===== src/rtl/demux8_1to4_reg_pkg.sv =====
// Shared definitions for the registered 1-to-4 byte distributor: widths, lane
// indices, FSM encoding and the round-robin pointer helper.
package demux8_1to4_reg_pkg;

    localparam int WIDTH = 8;
    localparam int LANES = 4;

    localparam logic [1:0] LANE_A = 2'd0;
    localparam logic [1:0] LANE_B = 2'd1;
    localparam logic [1:0] LANE_C = 2'd2;
    localparam logic [1:0] LANE_D = 2'd3;

    typedef enum logic {
        S_FILL = 1'b0,
        S_FULL = 1'b1
    } state_t;

    // 2-bit wrap-around, 3 rolls over to 0 without width growth
    function automatic logic [1:0] ptr_inc(input logic [1:0] p);
        return p + 2'd1;
    endfunction

endpackage


===== src/rtl/demux8_1to4_reg_lane_reg8.sv =====
// One lane storage register with synchronous active-low reset and load enable.
module lane_reg8
    import demux8_1to4_reg_pkg::*;
#(
    parameter int W = WIDTH
) (
    input  logic         clk,
    input  logic         rst_n,
    input  logic         load,
    input  logic [W-1:0] d,
    output logic [W-1:0] q
);

    // lane data register; holds its value unless loaded or reset
    always_ff @(posedge clk) begin
        if (!rst_n) begin
            q <= '0;
        end else if (load) begin
            q <= d;
        end else begin
            q <= q;
        end
    end

endmodule


===== src/rtl/demux8_1to4_reg.sv =====
// Registered 1-to-4 byte distributor: fills lanes A..D by address or round-robin
// and offers the completed 4-byte frame under valid/ready.
module demux8_1to4_reg
    import demux8_1to4_reg_pkg::*;
(
    input  logic             clk,
    input  logic             rst_n,
    input  logic [WIDTH-1:0] in,
    input  logic             in_valid,
    output logic             in_ready,
    input  logic [1:0]       sel,
    input  logic             mode,
    output logic [WIDTH-1:0] a,
    output logic [WIDTH-1:0] b,
    output logic [WIDTH-1:0] c,
    output logic [WIDTH-1:0] d,
    output logic [3:0]       lane_valid,
    output logic             frame_valid,
    input  logic             out_ready,
    output logic             overwrite,
    output logic [1:0]       ptr
);

    state_t           state_r;
    state_t           state_nxt_s;
    logic [3:0]       lane_valid_r;
    logic [3:0]       lane_valid_nxt_s;
    logic [1:0]       ptr_r;
    logic [1:0]       ptr_nxt_s;
    logic             overwrite_r;
    logic             overwrite_nxt_s;
    logic             accept_s;
    logic             release_s;
    logic [1:0]       target_s;
    logic [3:0]       target_oh_s;
    logic [WIDTH-1:0] lane_q_s [LANES];

    assign in_ready    = (state_r == S_FILL);
    assign frame_valid = (state_r == S_FULL);
    assign lane_valid  = lane_valid_r;
    assign ptr         = ptr_r;
    assign overwrite   = overwrite_r;

    assign accept_s    = in_valid && (state_r == S_FILL);
    assign release_s   = (state_r == S_FULL) && out_ready;
    assign target_s    = mode ? ptr_r : sel;
    assign target_oh_s = 4'b0001 << target_s;

    for (genvar i = 0; i < LANES; i++) begin : g_lane
        lane_reg8 #(.W(WIDTH)) u_lane (
            .clk   (clk),
            .rst_n (rst_n),
            .load  (accept_s && (target_s == 2'(i))),
            .d     (in),
            .q     (lane_q_s[i])
        );
    end

    assign a = lane_q_s[LANE_A];
    assign b = lane_q_s[LANE_B];
    assign c = lane_q_s[LANE_C];
    assign d = lane_q_s[LANE_D];

    // next-state, valid mask, pointer and overwrite decode
    always_comb begin
        state_nxt_s      = state_r;
        lane_valid_nxt_s = lane_valid_r;
        ptr_nxt_s        = ptr_r;
        overwrite_nxt_s  = 1'b0;
        case (state_r)
            S_FILL: begin
                if (accept_s) begin
                    lane_valid_nxt_s = lane_valid_r | target_oh_s;
                    overwrite_nxt_s  = |(lane_valid_r & target_oh_s);
                    if (mode) begin
                        ptr_nxt_s = ptr_inc(ptr_r);
                    end else begin
                        ptr_nxt_s = ptr_r;
                    end
                    if ((lane_valid_r | target_oh_s) == 4'hF) begin
                        state_nxt_s = S_FULL;
                    end else begin
                        state_nxt_s = S_FILL;
                    end
                end else begin
                    state_nxt_s = S_FILL;
                end
            end
            S_FULL: begin
                if (release_s) begin
                    lane_valid_nxt_s = 4'h0;
                    ptr_nxt_s        = 2'd0;
                    state_nxt_s      = S_FILL;
                end else begin
                    state_nxt_s = S_FULL;
                end
            end
            default: begin
                state_nxt_s      = S_FILL;
                lane_valid_nxt_s = 4'h0;
                ptr_nxt_s        = 2'd0;
            end
        endcase
    end

    // control state registers; reset discards any partial frame
    always_ff @(posedge clk) begin
        if (!rst_n) begin
            state_r      <= S_FILL;
            lane_valid_r <= 4'h0;
            ptr_r        <= 2'd0;
            overwrite_r  <= 1'b0;
        end else begin
            state_r      <= state_nxt_s;
            lane_valid_r <= lane_valid_nxt_s;
            ptr_r        <= ptr_nxt_s;
            overwrite_r  <= overwrite_nxt_s;
        end
    end

endmodule


===== config.mk =====
export PLATFORM = sky130hd
export DESIGN_NAME = demux8_1to4_reg
export DESIGN_NICKNAME = d
export VERILOG_FILES = /design/src/rtl/demux8_1to4_reg_pkg.sv /design/src/rtl/demux8_1to4_reg_lane_reg8.sv /design/src/rtl/demux8_1to4_reg.sv
export SDC_FILE = /design/constraint.sdc
export NUM_CORES = 1
export LEC_CHECK = 0
export ABC_AREA = 1
export BUFFER_PORTS_ARGS = -buffer_cell sky130_fd_sc_hd__buf_2
export CORE_MARGIN = 5
export CORE_UTILIZATION = 45
export DETAILED_ROUTE_END_ITERATION = 10
export PLACE_DENSITY = 0.71
export SLEW_MARGIN = 0
export SYNTH_ARGS = -nofsm -noshare
export SYNTH_HDL_FRONTEND = slang
export SYNTH_HIERARCHICAL = 1
export SYNTH_SLANG_ARGS = --single-unit

===== constraint.sdc =====
create_clock -name clk -period 1.46 [get_ports clk]
set_input_delay 0.438 -clock clk [delete_from_list [all_inputs] [get_ports clk]]
set_output_delay 0.438 -clock clk [all_outputs]
set_load 0.01 [all_outputs]

==> out/metrics.yaml <==
status: "completed"
ys_warn_count: 6
vdd_ir_drop_max_uv: 503
rrSetupSlack_ps: 220
sequentialPowerShare: 0.465
p_int_w: 0.00193
max_slew_margin: 0.760
synth_cells: 272
core_area_mm2: 0.00403
post-route-period-util: 0.901
tns_ps: 0
firstDrtPassIters: 4
cts_root_buf: "clkbuf_8"
gp_congestion: 0.794
cts.clk_slew.worst_paths_ps: 70
critPathRequiredTime_ps: 1020
fin_skew_ps: 5.48
ctsResizeCount: 0
dr.first_iter.drc_count: 94
synthesis.nets: 287
clock_power_share: 0.381
fin_crit_ps: 1320
die_area_mm2: 0.00556
ant_nets: 0
grt_use_met3: 0.0554
busiest_layer: "met2"
powerDensity_mw_per_mm2: 1150
syn_area_per_cell_um2: 6.90
cp_max_fo: 4
p_leak_nw: 1.29
areaGrowthSynthToFinish_pct: 19.7
grt_usage: 0.149
maxCapViolCount: 0
htreeDepth: 2
dieHeight_um: 74.6
cts_setup_buffers: 0
io_pins: 56
clock_latency_ps: 290
grt_use_met1: 0.180
hold_viol: 0
drc: 0
clock-sinks: 40
rows: 23
use_met2: 0.234
switching_power_w: 0.000646
hold_class: "in -> reg"
ys_ff_latch: 40
synth.distinct_cells: 20
slew_viol_final: 0
hold_buffers: 0
arrival_ps: 880
antenna_found_initial: 0
fin_util: 0.557
path_class: "reg -> out"
ys_seq_area_frac: 0.427
dp_slack_ps: -44.2
power.share.switching: 0.251
grt_pass1_vias: 1456
via_count: 1625
fmax_ghz: 0.760
setup_violations: 0
numPortBuffers: 55
numCtsBuffers: 5
cp-end-kind: "output pin"
antenna_cells: 0
clockBufferDepth: 2
wl_mm: 3.87
grt_max_degree: 37
worstSetupStartpointType: "flip-flop"
total_power_w: 0.00257
rsz0062_at_grt: "no"
initial_core_util: 0.466
grt_pass1_wl_mm: 6.33
final_area_mm2: 0.00224
nets: 343
combPwrFrac: 0.154
drt-vias-per-instance: 4.29
cts_tree: "built"
fin_ws_ps: 145
dpl.hpwl_mm: 2.88
placed_cell_area_mm2: 0.00212
die_w_um: 74.6
wire_per_inst_um: 10.2
synthesis.area_mm2: 0.00188
grt-ovfl-total: 0
tightest_slew_ps: 360
drive_gt1_frac: 0.258
-- logic make-up after synthesis --
family / share of synthesized area
buffers and inverters: 0.178
AO/OA/AOI/OAI: 0.0420
flip-flops: 0.427
AND/OR/NAND/NOR: 0.353
-- stage by stage --
step,hold WS (ps),cells
CTS,421,379
global placement,454,371
detailed placement,459,371
finish,429,379
global route,435,379
floorplan,492,272
-- final cells by class --
| type | instances | area, µm² |
|---|---|---|
| fill | 423 | 1780 |
| inverter | 45 | 169 |
| clock buffer | 7 | 96.3 |
| timing repair buffer | 61 | 345 |
| multi-input combinational | 175 | 741 |
| sequential | 40 | 801 |
| tap | 50 | 62.6 |
| clock inverter | 1 | 30.0 |
-- cell usage after synthesis, drive strengths merged --
| cell type | number | share of area |
|---|---|---|
| a21oi | 3 | 0.0080 |
| dfxtp | 40 | 0.43 |
| o21bai | 1 | 0.0040 |
| inv | 45 | 0.090 |
| o22ai | 1 | 0.0033 |
| o211a | 3 | 0.016 |
| nand3 | 3 | 0.011 |
| buf | 12 | 0.088 |
| nand2 | 87 | 0.19 |
| a22oi | 1 | 0.0040 |
| o21a | 1 | 0.0040 |
| nor2 | 71 | 0.14 |
| nand4 | 1 | 0.0033 |
| o21ai | 1 | 0.0027 |
| or2 | 2 | 0.0067 |
-- power groups by stage --
stage	logic, W	clock network (W)	registers (W)
final	0.000395	0.000980	0.00120
after global routing	0.000454	0.00105	0.00120
after CTS	0.000400	0.00101	0.00120
after detailed placement	0.000401	0	0.00122
after global placement	0.000395	0	0.00122
after floorplan	0.000251	0	0.00125
-- path summary, 6_finish.rpt --
check                                            from               endpoint  depth (start not counted)
worst max-delay path                      frame_valid               in_ready                          2
worst min-delay path                        out_ready            frame_valid                          3
worst max register to register                 ptr[1]  g_lane[1].u_lane/q[3]                          9
worst min register to register  g_lane[0].u_lane/q[3]  g_lane[0].u_lane/q[3]                          2
-- worst max-delay path, cell delays in order (launching register included) --
cell,delay [ps]
dfxtp_1,390
inv_2,60
buf_2,140
-- layer usage --
metal  vias up  wire [µm]
met2        40       1710
met1       686       1760
met4         0         68
li1        893          -
met5         -          0
met3         6        325
-- layout by cell type (no fill, tap or decap) --
| cell | n |
|---|---|
| buf_12 | 2 |
| a22oi_1 | 1 |
| nand3_1 | 2 |
| o21bai_1 | 1 |
| buf_4 | 4 |
| dfxtp_1 | 40 |
| nand2_2 | 12 |
| nand3_2 | 1 |
| or2_1 | 1 |
| inv_2 | 2 |
| nor2_1 | 71 |
| inv_1 | 43 |
| buf_2 | 55 |
| o21a_1 | 1 |
| bufinv_16 | 1 |
| o211a_1 | 3 |
| clkbuf_8 | 7 |
| o21ai_0 | 1 |
| a21oi_1 | 3 |
| or2_2 | 1 |
| nand4_1 | 1 |
| nand2_1 | 75 |
| o22ai_1 | 1 |
-- flip-flops by register name, summed over array words and instances, names as in the netlist --
name	flops
frame_valid	1
g_lane.u_lane/q	32
lane_valid	4
overwrite	1
ptr	2
Power figures use the tool's default switching activity.
